File: src/rtl/surf6_fwu_ring_marker_if.sv
// Firmware-update ring handshake bundle: write/mark pulses,
// PS done GPIs, per-buffer status, next buffer and completion count.
interface surf6_fwu_ring_marker_if #(
  parameter int NBUF = 2
);
  localparam int IW = $clog2(NBUF);

  logic [NBUF-1:0] fw_wr_i;
  logic [NBUF-1:0] fw_mark_i;
  logic [NBUF-1:0] ps_fwdone_gpi_i;
  logic [NBUF-1:0] err_clr_i;
  logic [NBUF-1:0] ps_fwupdate_gpo_o;
  logic [NBUF-1:0] fw_pscomplete_o;
  logic [NBUF-1:0] fw_err_o;
  logic [NBUF-1:0] timeout_o;
  logic [IW-1:0]   next_buf_o;
  logic [15:0]     done_count_o;

  modport master (
    output fw_wr_i, fw_mark_i,
    output ps_fwdone_gpi_i, err_clr_i,
    input  ps_fwupdate_gpo_o, fw_pscomplete_o,
    input  fw_err_o, timeout_o,
    input  next_buf_o, done_count_o
  );

  modport slave (
    input  fw_wr_i, fw_mark_i,
    input  ps_fwdone_gpi_i, err_clr_i,
    output ps_fwupdate_gpo_o, fw_pscomplete_o,
    output fw_err_o, timeout_o,
    output next_buf_o, done_count_o
  );
endinterface

File: src/rtl/surf6_fwu_ring_marker.sv
// NBUF-buffer firmware ring tracker: per-buffer IDLE/MARKED/COMPLETE,
// synchronised PS done edges, sticky errors, stall timeout, counters.
module surf6_fwu_ring_marker #(
  parameter int NBUF        = 2,
  parameter int SYNC_STAGES = 3,
  parameter int TIMEOUT_W   = 24,
  parameter int ORDERED     = 1
) (
  input logic wb_clk_i,
  input logic wb_rstn_i,
  surf6_fwu_ring_marker_if.slave bus
);
  localparam int IW = $clog2(NBUF);

  typedef enum logic [1:0] {
    S_IDLE   = 2'd0,
    S_MARKED = 2'd1,
    S_CMPL   = 2'd2
  } st_t;

  st_t                 st_q  [NBUF];
  st_t                 st_d  [NBUF];
  logic [TIMEOUT_W-1:0] cnt_q [NBUF];
  logic [TIMEOUT_W-1:0] cnt_d [NBUF];
  logic [NBUF-1:0]     sync_q [SYNC_STAGES];
  logic [NBUF-1:0]     hist_q;
  logic [NBUF-1:0]     err_q, err_d;
  logic [NBUF-1:0]     set_err;
  logic [NBUF-1:0]     done_edge;
  logic [IW-1:0]       nb_q, nb_d;
  logic [15:0]         dc_q, dc_d;
  logic                adv;

  assign done_edge = sync_q[SYNC_STAGES-1] & ~hist_q;

  always_ff @(posedge wb_clk_i or negedge wb_rstn_i) begin
    if (!wb_rstn_i) begin
      for (int i = 0; i < SYNC_STAGES; i++)
        sync_q[i] <= '0;
      hist_q <= '0;
      for (int k = 0; k < NBUF; k++) begin
        st_q[k]  <= S_IDLE;
        cnt_q[k] <= '0;
      end
      err_q <= '0;
      nb_q  <= '0;
      dc_q  <= '0;
    end else begin
      sync_q[0] <= bus.ps_fwdone_gpi_i;
      for (int i = 1; i < SYNC_STAGES; i++)
        sync_q[i] <= sync_q[i-1];
      hist_q <= sync_q[SYNC_STAGES-1];
      for (int k = 0; k < NBUF; k++) begin
        st_q[k]  <= st_d[k];
        cnt_q[k] <= cnt_d[k];
      end
      err_q <= err_d;
      nb_q  <= nb_d;
      dc_q  <= dc_d;
    end
  end

  always_comb begin
    nb_d    = nb_q;
    dc_d    = dc_q;
    adv     = 1'b0;
    set_err = '0;
    for (int k = 0; k < NBUF; k++) begin
      st_d[k]  = st_q[k];
      cnt_d[k] = cnt_q[k];
      unique case (st_q[k])
        S_MARKED: begin
          if (done_edge[k]) begin
            st_d[k] = S_CMPL;
            dc_d    = dc_d + 16'd1;
            // Out-of-order completion still frees the buffer.
            if (ORDERED != 0) begin
              if (IW'(k) == nb_q) adv = 1'b1;
              else set_err[k] = 1'b1;
            end
          end
          if (bus.fw_wr_i[k] || bus.fw_mark_i[k])
            set_err[k] = 1'b1;
          if (!(&cnt_q[k]))
            cnt_d[k] = cnt_q[k] + 1'b1;
        end
        S_IDLE, S_CMPL: begin
          if (bus.fw_mark_i[k]) begin
            st_d[k]  = S_MARKED;
            cnt_d[k] = '0;
          end else if (bus.fw_wr_i[k] && st_q[k] == S_CMPL) begin
            st_d[k] = S_IDLE;
          end
        end
        default: st_d[k] = S_IDLE;
      endcase
    end
    err_d = set_err | (err_q & ~bus.err_clr_i);
    if (adv)
      nb_d = (nb_q == IW'(NBUF-1)) ? '0 : nb_q + IW'(1);
  end

  always_comb begin
    for (int k = 0; k < NBUF; k++) begin
      bus.ps_fwupdate_gpo_o[k] = (st_q[k] == S_MARKED);
      bus.fw_pscomplete_o[k]   = (st_q[k] == S_CMPL);
      bus.timeout_o[k]         = (st_q[k] == S_MARKED) && (&cnt_q[k]);
    end
    bus.fw_err_o     = err_q;
    bus.next_buf_o   = nb_q;
    bus.done_count_o = dc_q;
  end
endmodule

File: src/flat_wrapper.sv
// flat-port wrapper written by rule: the top's interface ports become plain ports
module surf6_fwu_ring_marker_flat 
#(
  parameter int NBUF        = 2,
  parameter int SYNC_STAGES = 3,
  parameter int TIMEOUT_W   = 24,
  parameter int ORDERED     = 1
)
  (wb_clk_i, wb_rstn_i, bus_fw_wr_i, bus_fw_mark_i, bus_ps_fwdone_gpi_i, bus_err_clr_i, bus_ps_fwupdate_gpo_o, bus_fw_pscomplete_o, bus_fw_err_o, bus_timeout_o, bus_next_buf_o, bus_done_count_o);
  surf6_fwu_ring_marker_if #(.NBUF(NBUF)) bus_i ();
  input logic wb_clk_i;
  input logic wb_rstn_i;
  input wire logic [$bits(bus_i.fw_wr_i)-1:0] bus_fw_wr_i;
  input wire logic [$bits(bus_i.fw_mark_i)-1:0] bus_fw_mark_i;
  input wire logic [$bits(bus_i.ps_fwdone_gpi_i)-1:0] bus_ps_fwdone_gpi_i;
  input wire logic [$bits(bus_i.err_clr_i)-1:0] bus_err_clr_i;
  output wire logic [$bits(bus_i.ps_fwupdate_gpo_o)-1:0] bus_ps_fwupdate_gpo_o;
  output wire logic [$bits(bus_i.fw_pscomplete_o)-1:0] bus_fw_pscomplete_o;
  output wire logic [$bits(bus_i.fw_err_o)-1:0] bus_fw_err_o;
  output wire logic [$bits(bus_i.timeout_o)-1:0] bus_timeout_o;
  output wire logic [$bits(bus_i.next_buf_o)-1:0] bus_next_buf_o;
  output wire logic [$bits(bus_i.done_count_o)-1:0] bus_done_count_o;
  assign bus_i.fw_wr_i = bus_fw_wr_i;
  assign bus_i.fw_mark_i = bus_fw_mark_i;
  assign bus_i.ps_fwdone_gpi_i = bus_ps_fwdone_gpi_i;
  assign bus_i.err_clr_i = bus_err_clr_i;
  assign bus_ps_fwupdate_gpo_o = bus_i.ps_fwupdate_gpo_o;
  assign bus_fw_pscomplete_o = bus_i.fw_pscomplete_o;
  assign bus_fw_err_o = bus_i.fw_err_o;
  assign bus_timeout_o = bus_i.timeout_o;
  assign bus_next_buf_o = bus_i.next_buf_o;
  assign bus_done_count_o = bus_i.done_count_o;
  surf6_fwu_ring_marker #(.NBUF(NBUF), .SYNC_STAGES(SYNC_STAGES), .TIMEOUT_W(TIMEOUT_W), .ORDERED(ORDERED)) u_core (.wb_clk_i(wb_clk_i), .wb_rstn_i(wb_rstn_i), .bus(bus_i));
endmodule
File: config.mk
export PLATFORM = sky130hd
export DESIGN_NAME = surf6_fwu_ring_marker_flat
export DESIGN_NICKNAME = d
export VERILOG_FILES = /design/src/rtl/surf6_fwu_ring_marker_if.sv /design/src/rtl/surf6_fwu_ring_marker.sv /design/src/flat_wrapper.sv
export SDC_FILE = /design/constraint.sdc
export NUM_CORES = 1
export LEC_CHECK = 0
export CORE_MARGIN = 1
export CORE_UTILIZATION = 25
export DETAILED_ROUTE_END_ITERATION = 12
export PLACE_DENSITY_LB_ADDON = 0.05
export SLEW_MARGIN = 10
export SYNTH_ARGS = -nofsm -noshare
export SYNTH_HDL_FRONTEND = slang
export SYNTH_SLANG_ARGS = --single-unit
File: constraint.sdc
create_clock -name wb_clk_i -period 2.7 [get_ports wb_clk_i]
set_input_delay 0.54 -clock wb_clk_i [delete_from_list [all_inputs] [get_ports wb_clk_i]]
set_output_delay 0.54 -clock wb_clk_i [all_outputs]
set_load 0.1 [all_outputs]
-- Word-level counts from Yosys, hierarchy flattened
Cells that the tools add are included.
- flip-flop bits (word level): 79
- output and inout bits: 25
- $add $sub $neg: 5
- equal/unequal tests: 12
- multiplexer cells: 32
- bitwise operators: 5
- reductions and logical operators: 18
- operators with widths (operator ; number):
    $mux 24 ; 4
    $pmux 24 s2 ; 2
    $mux 16 ; 4
    $add 24x1->24 const B ; 2
    $reduce_and 24->1 ; 2
    $add 16x1->16 const B ; 2
    $mux 1 ; 14
    $mux 2 ; 6
    $ne 2x2->1 const B ; 4
    $pmux 2 s2 ; 2
    $ne 3x2->1 const B ; 2
    $reduce_and 3->1 ; 2
    $and 2x2->2 ; 2
    $eq 2x1->1 const B ; 2
    $eq 2x2->1 const B ; 2
    $logic_and 1x1->1 ; 4
    $logic_not 2->1 ; 2
    $ne 2x1->1 const B ; 2
    $not 2->2 ; 2
    $reduce_and 2->1 ; 2
    $reduce_bool 2->1 ; 2
    $reduce_or 2->1 ; 2
    $logic_or 1x1->1 ; 2
    $or 2x2->2 ; 1
    $add 1x1->1 const B ; 1

-- Longest topological paths before layout
Gate-level depths: netlist of run 1.
- depth after elaboration: 7
- depth in mapped cells: 9
- mapped depth without buffers: 8

-- Least setup slack after synthesis of run 1
Ideal clock, no wire load.
- path type: register to output
- start point: reg u_core.cnt_q[14] in the netlist's numbering
- end point: out bus_timeout_o[1]
- arrival: 3.869 ns
- required time: 2.160 ns
- path slack: -1.709 ns
- cell stages (with the launch flop): 6
- path through: dfrtp_1 -> and4_1 -> clkbuf_1 -> and2_1 -> nand4_1 -> nor4_1
- word-level cells in the longest chain between the ends: 2
- ends and longest elaborated chain (item ; RTL line ; RTL):
    start: declaration ; surf6_fwu_ring_marker.sv:23 ; logic [TIMEOUT_W-1:0] cnt_q [NBUF];
    start signal: indexed assignment ; surf6_fwu_ring_marker.sv:55 ; cnt_q[k] <= cnt_d[k];
    $reduce_and 24->1 ; surf6_fwu_ring_marker.sv:107 ; bus.timeout_o[k] = (st_q[k] == S_MARKED) && (&cnt_q[k]);
    $logic_and 1x1->1 ; surf6_fwu_ring_marker.sv:107 ;
    end: declaration ; flat_wrapper.sv:20 ; output wire logic [$bits(bus_i.timeout_o)-1:0] bus_timeout_o;
No other way between the ends.

-- Final worst setup path of run 1
- start point: reg u_core.cnt_q[36] in the netlist's numbering
- end point: out bus_timeout_o[0]
The elaborated chain is that of the path after synthesis.

==> reports/results.txt, run 1 <==
Post-Syn Area = 0.004130 mm2
final antenna-violating net count = 0
worst slack, placed = 0.2141 ns
Num CTS Buffers = 9
pwr/cell area = 809.9 mW/mm2
Critical Path Start Type = flip-flop
total track usage = 12.60%
Netlist cell types = 55
routability cong. = 0.7720
Fin Clk Skew = 0.004483 ns
max-slew violations = 0
final hold violation count = 0
worst path cell trace = nand4_1 > or4_4 > nor3_4 > buf_12
Mapped Avg Cell Area = 9.741 um2
area grow syn2layout = 23.72%
die area = 0.01704 mm2
Slew Limit Headroom = 56.04%
critical path's slowest cell = or4_4
initial antenna violation count = 0
worst hold path type = in -> async
slack of the critical path = 0.1569 ns
Sw Pwr = 1707 uW
RSZ-0062 raised after global routing = false
Vias/cell = 4.540
FFs w/ async S/R, synth = 100.0%
Max Cap Viol = 0
outcome = completed
Post-route DRC = 0
CORE AREA = 0.01600 mm2
CP Buf/Inv Count = 1
Initial DRT Pass Iterations = 4
Post-synth top flop = dfrtp_1
cts repair resizes = 0
design area = 0.005110 mm2
WL per Instance = 13.89 um
grt ovf = 0
number of warnings issued by yosys = 0
Clk pwr share = 29.8%
Gate power share = 33.4%
Synth Net Count = 438
fmax = 393.2 MHz
post-synthesis sequential area ratio = 47.86%
worst endpoint data arrival time = 2.00 ns
hold buffers post-CTS = 0
most common cell in the netlist = dfrtp_1
NumNets Final = 485
CP peak stage delay = 0.62 ns
Seq cells post-synth = 79
TritonCTS clock tree = yes
fin crit period = 2.543 ns
first-pass GRT wire length = 16.51 mm
placed inst area = 0.004808 mm2
area leader, netlist = dfrtp_1
Setup violations, final = 0
Leak Pwr = 0.002126 uW
Max FO, Critical Path = 6
post-synth top area share = 47.86%
H-tree Lvls = 3
clk sinks = 79
Root Buffer = clkbuf_16
IO buf count = 34
cell family with most CP delay = simple AND/OR/NAND/NOR gates
Post-synth EDFFs = 0
Worst Setup Path Type = reg -> out
pin count of the biggest net entering global routing = 48
fin crit share = 94.19%
num rows = 46
share of layout cells above drive strength 1 = 16.60%
Initial DRC Count = 148
critical path endpoint category = output pin
Max clock buf depth = 2
chip height = 130.5 um
via count = 3142
FILL cells = 1724
Flop pwr share = 36.8%
Worst Tran Pin Value = 0.6587 ns
Post-Route WL = 9.612 mm
DP HPWL = 6.849 mm
post-CTS setup buffers = 0
Max IR drop VDD = 0.3017 mV
number of global-route vias before repair = 3197
CP required = 2.16 ns
Synth top cells by count = dfrtp_1, nor2_1, nand2_1
Int Power = 2431 uW
post-synthesis cell count = 424
DIE WIDTH = 130.5 um
I/O Pins = 35
diodes inserted = 0
Reg clk slew, reported paths = 0.06 ns
ranking of synthesized cells by area = dfrtp_1, xnor2_1, xor2_1
Initial Util = 25.81%
switching part of the total power = 41.25%
setup TNS = 0 ns
Worst-Skew Late Latency = 0.34 ns
## per-layer routing
metal | part of all wire (%) | vias up | GRT usage [%]
met1 | 51 | 1519 | 16.93
met5 | 0 | - | 0
met2 | 45 | 33 | 19.61
met4 | 1.4 | 0 | 4.260
met3 | 3.2 | 8 | 3.298
li1 | - | 1582 | -
## layout make-up
type	count	area [um2]	area share (%)
Clock buffer	10	239.0	4.677
Clock inverter	6	58.81	1.151
Inverter	11	41.29	0.8080
Multi-Input combinational cell	322	2087	40.84
Sequential cell	79	1996	39.05
Tap cell	216	270.3	5.289
Timing Repair Buffer	48	417.9	8.178
## kinds of logic after synthesis
family	count (synthesis)	share of synthesized area, %
AND/OR/NAND/NOR	203	27.05
flip-flops	79	47.86
XOR/XNOR	59	12.51
AO/OA/AOI/OAI	51	7.816
buffers and inverters	23	2.333
multiplexers	5	1.212
adder cells (fa/ha/maj)	4	1.212
## power groups by stage
stage	clock network [uW]	registers, uW	logic, uW
CTS	1290	1520	1400
finish	1230	1520	1380
global placement	0	1540	1410
detailed placement	0	1540	1400
floorplan	0	1940	644
global route	1330	1550	1500
## cells in the final DEF, fill, tap and decap left out, types with 3 or more instances in the layout
cell             count
nand2_1             44
clkdlybuf4s50_1      8
a21oi_1             13
and3_1               5
dfrtp_1             70
nor2_1              48
nand3_1             22
or3_1                7
dfrtp_2              6
buf_4               37
and4_1              10
buf_12               3
nor4_1               5
clkbuf_16            9
nor3_1               8
nand2b_1             5
inv_1               11
xnor2_1             31
and2_1               5
a21o_1               5
dfrtp_4              3
xor2_1              28
nor2b_1              6
nand4_1             16
clkinv_2             4
ha_1                 4
mux2i_1              5
o21ai_0             15
## worst paths after layout
path                            depth (start not counted)                        from                     endpoint  slack [ns]
min in group wb_clk_i                                   0            u_core.sync_q[2]             u_core.sync_q[0]        0.35
max in group asynchronous                               2                   wb_rstn_i             u_core.cnt_q[42]        1.86
worst min register to register                          0            u_core.sync_q[2]             u_core.sync_q[0]        0.35
worst min-delay path                                    1                   wb_rstn_i   u_core.bus.done_count_o[4]        0.23
worst max register to register                          7  u_core.bus.done_count_o[0]  u_core.bus.done_count_o[15]        0.22
worst max-delay path                                    4            u_core.cnt_q[36]             bus_timeout_o[0]        0.16
## worst reg2reg max path: stages, from the launching register on
cell,delay (ns)
dfrtp_4,0.45
ha_1,0.27
nand2_1,0.17
nor4_1,0.37
xnor2_1,0.17
or4b_4,0.53
nor4_2,0.30
xnor2_1,0.15
## through the flow
step	power, uW	utilization, %	hold WS [ns]	std cells
after floorplan	2579	-	0.2444	424
after global placement	2948	30.05	0.3356	676
after detailed placement	2946	30.05	0.3363	676
after CTS	4218	31.91	0.2514	692
after global routing	4377	31.94	0.2753	692
final	4138	31.94	0.2257	692
## registers in the layout, indices dropped and copies added (netlist names)
name / cells
u_core.st_q: 4
u_core.hist_q: 2
u_core.cnt_q: 48
u_core.sync_q: 6
u_core.bus.next_buf_o: 1
u_core.bus.done_count_o: 16
u_core.bus.fw_err_o: 2
Power figures use the tool's default switching activity.
==> run 2, diff against run 1 <==
CORE_ASPECT_RATIO = 0.7   (was default)
CTS_BUF_LIST = sky130_fd_sc_hd__clkbuf_4   (was default)
SLEW_MARGIN = 20   (was 10)
==> reports/results.txt, run 2 (synthesized netlist as in run 1, its figures left out) <==
outcome = completed (unchanged)
Post-Layout Cell Count = 697 (was 692)
num rows = 38 (was 46)
Initial DRT Pass Iterations = 4 (unchanged)
H-tree Lvls = 3 (unchanged)
Reg clk slew, reported paths = 0.15 ns (was 0.06 ns)
Max Cap Viol = 0 (unchanged)
initial antenna violation count = 0 (unchanged)
final hold violation count = 0 (unchanged)
max reg flops = 48 (unchanged)
chip height = 109.5 um (was 130.5 um)
Setup violations, final = 0 (unchanged)
Max FO, Critical Path = 5 (was 6)
die area = 0.01705 mm2 (was 0.01704 mm2)
first-pass GRT wire length = 16.13 mm (was 16.51 mm)
critical path's slowest cell = or4_4 (unchanged)
Vias/cell = 4.528 (was 4.540)
worst slack, placed = 0.08371 ns (was 0.2141 ns)
Fin Clk Skew = 0.02676 ns (was 0.004483 ns)
grt ovf = 0 (unchanged)
routability cong. = 0.7617 (was 0.7720)
I/O Pins = 35 (unchanged)
CP required = 2.16 ns (about the same)
Num CTS Buffers = 9 (unchanged)
placed insts = 679 (was 676)
worst hold path type = in -> async (unchanged)
commonest non-fill, non-tap cells in the layout = dfrtp_1, nor2_1, nand2_1, buf_4, xnor2_1 (unchanged)
CP peak stage delay = 0.47 ns (was 0.62 ns)
TritonCTS clock tree = yes (unchanged)
FILL cells = 1644 (was 1724)
Worst-Skew Late Latency = 0.44 ns (was 0.34 ns)
Root Buffer = clkbuf_4 (was clkbuf_16)
Flop pwr share = 41.8% (was 36.8%)
share of layout cells above drive strength 1 = 18.03% (was 16.60%)
fin crit share = 97.96% (was 94.19%)
Post-Route WL = 9.924 mm (was 9.612 mm)
setup TNS = 0 ns (unchanged)
DP HPWL = 7.005 mm (was 6.849 mm)
CORE AREA = 0.01583 mm2 (was 0.01600 mm2)
Worst Tran Pin Value = 0.6618 ns (was 0.6587 ns)
fin crit period = 2.645 ns (was 2.543 ns)
RSZ-0062 raised after global routing = true (was false)
Fin Hold WS = 0.08284 ns (was 0.2257 ns)
Initial Util = 26.09% (was 25.81%)
slack of the critical path = 0.05517 ns (was 0.1569 ns)
Sw Pwr = 1669 uW (was 1707 uW)
CP Buf/Inv Count = 1 (unchanged)
clk sinks = 79 (unchanged)
Slew Limit Headroom = 55.84% (was 56.04%)
cell family with most CP delay = simple AND/OR/NAND/NOR gates (unchanged)
Tot Pwr = 3650 uW (was 4138 uW)
via count = 3156 (was 3142)
Int Power = 1981 uW (was 2431 uW)
Leak Pwr = 0.002047 uW (was 0.002126 uW)
Clk pwr share = 20.6% (was 29.8%)
pin count of the biggest net entering global routing = 43 (was 48)
Post-route DRC = 0 (unchanged)
Top reg by flops = u_core.cnt_q (unchanged)
max-slew violations = 0 (unchanged)
critical path endpoint category = output pin (unchanged)
Gate power share = 37.7% (was 33.4%)
Worst Setup Path Type = reg -> out (unchanged)
IO buf count = 34 (unchanged)
worst endpoint data arrival time = 2.10 ns (was 2.00 ns)
Max clock buf depth = 2 (unchanged)
worst path cell trace = ha_2 > nand4_1 > or4_4 > nor3_4 > buf_12 (was nand4_1 > or4_4 > nor3_4 > buf_12)
NumNets Final = 486 (was 485)
switching part of the total power = 45.73% (was 41.25%)
diodes inserted = 0 (unchanged)
hold buffers post-CTS = 0 (unchanged)
total track usage = 12.39% (was 12.60%)
DIE WIDTH = 155.6 um (was 130.5 um)
number of global-route vias before repair = 2932 (was 3197)
Max IR drop VDD = 0.4788 mV (was 0.3017 mV)
final antenna-violating net count = 0 (unchanged)
Critical Path Start Type = flip-flop (unchanged)
fmax = 378.1 MHz (was 393.2 MHz)
pwr/cell area = 731.6 mW/mm2 (was 809.9 mW/mm2)
area grow syn2layout = 20.81% (was 23.72%)
WL per Instance = 14.24 um (was 13.89 um)
Initial DRC Count = 180 (was 148)
most common cell after layout, fill and taps aside = dfrtp_1 (unchanged)
==> run 2: metal layers <==
layer	global-route usage (%)	wire, um	vias up
met3	3.074	413	8
li1	-	-	1594
met1	19.61	5597	1499
met2	16.02	3809	55
met4	3.361	104	0
met5	0	0	-
==> run 2: through the flow <==
stage	utilization [%]	cell area (um2)
floorplan	-	4175
global route	31.52	4990
CTS	31.32	4959
global placement	30.35	4806
finish	31.52	4990
detailed placement	30.35	4806
==> run 2: path summary, 6_finish.rpt <==
check / cells after the start / end / from / slack, ns
hold / removal: 1 / u_core.cnt_q[20] / wb_rstn_i / 0.08
min in group wb_clk_i: 0 / u_core.sync_q[1] / u_core.sync_q[3] / 0.37
max in group asynchronous: 2 / u_core.bus.done_count_o[8] / wb_rstn_i / 1.96
hold reg to reg: 0 / u_core.sync_q[1] / u_core.sync_q[3] / 0.37
setup / recovery: 5 / bus_timeout_o[0] / u_core.cnt_q[24] / 0.06
setup reg to reg: 7 / u_core.bus.done_count_o[15] / u_core.bus.done_count_o[0] / 0.11
==> run 2: layout make-up <==
type / count / area, um2 / area share (%)
well taps: 220 / 275.3 / 5.517
inverters: 11 / 41.29 / 0.8275
repair buffers: 49 / 425.4 / 8.526
multi-input cells: 322 / 2110 / 42.28
flip-flops and latches: 79 / 1997 / 40.02
clock buffers: 11 / 82.58 / 1.655
clock inverters: 5 / 58.81 / 1.179
==> run 2: timing repair <==
item | 4_1_cts | 5_1_grt
endpoints found under the setup margin | 1 | 4
pin swaps | 1 | 0
setup buffers | 1 | 1
resized for setup | 1 | 7
==> run 2: power groups by stage <==
stage	clock, uW	sequential [uW]	combinational (uW)
final	750	1530	1370
after CTS	791	1520	1390
after global routing	838	1550	1490
after floorplan	0	1940	644
after global placement	0	1550	1390
after detailed placement	0	1550	1380
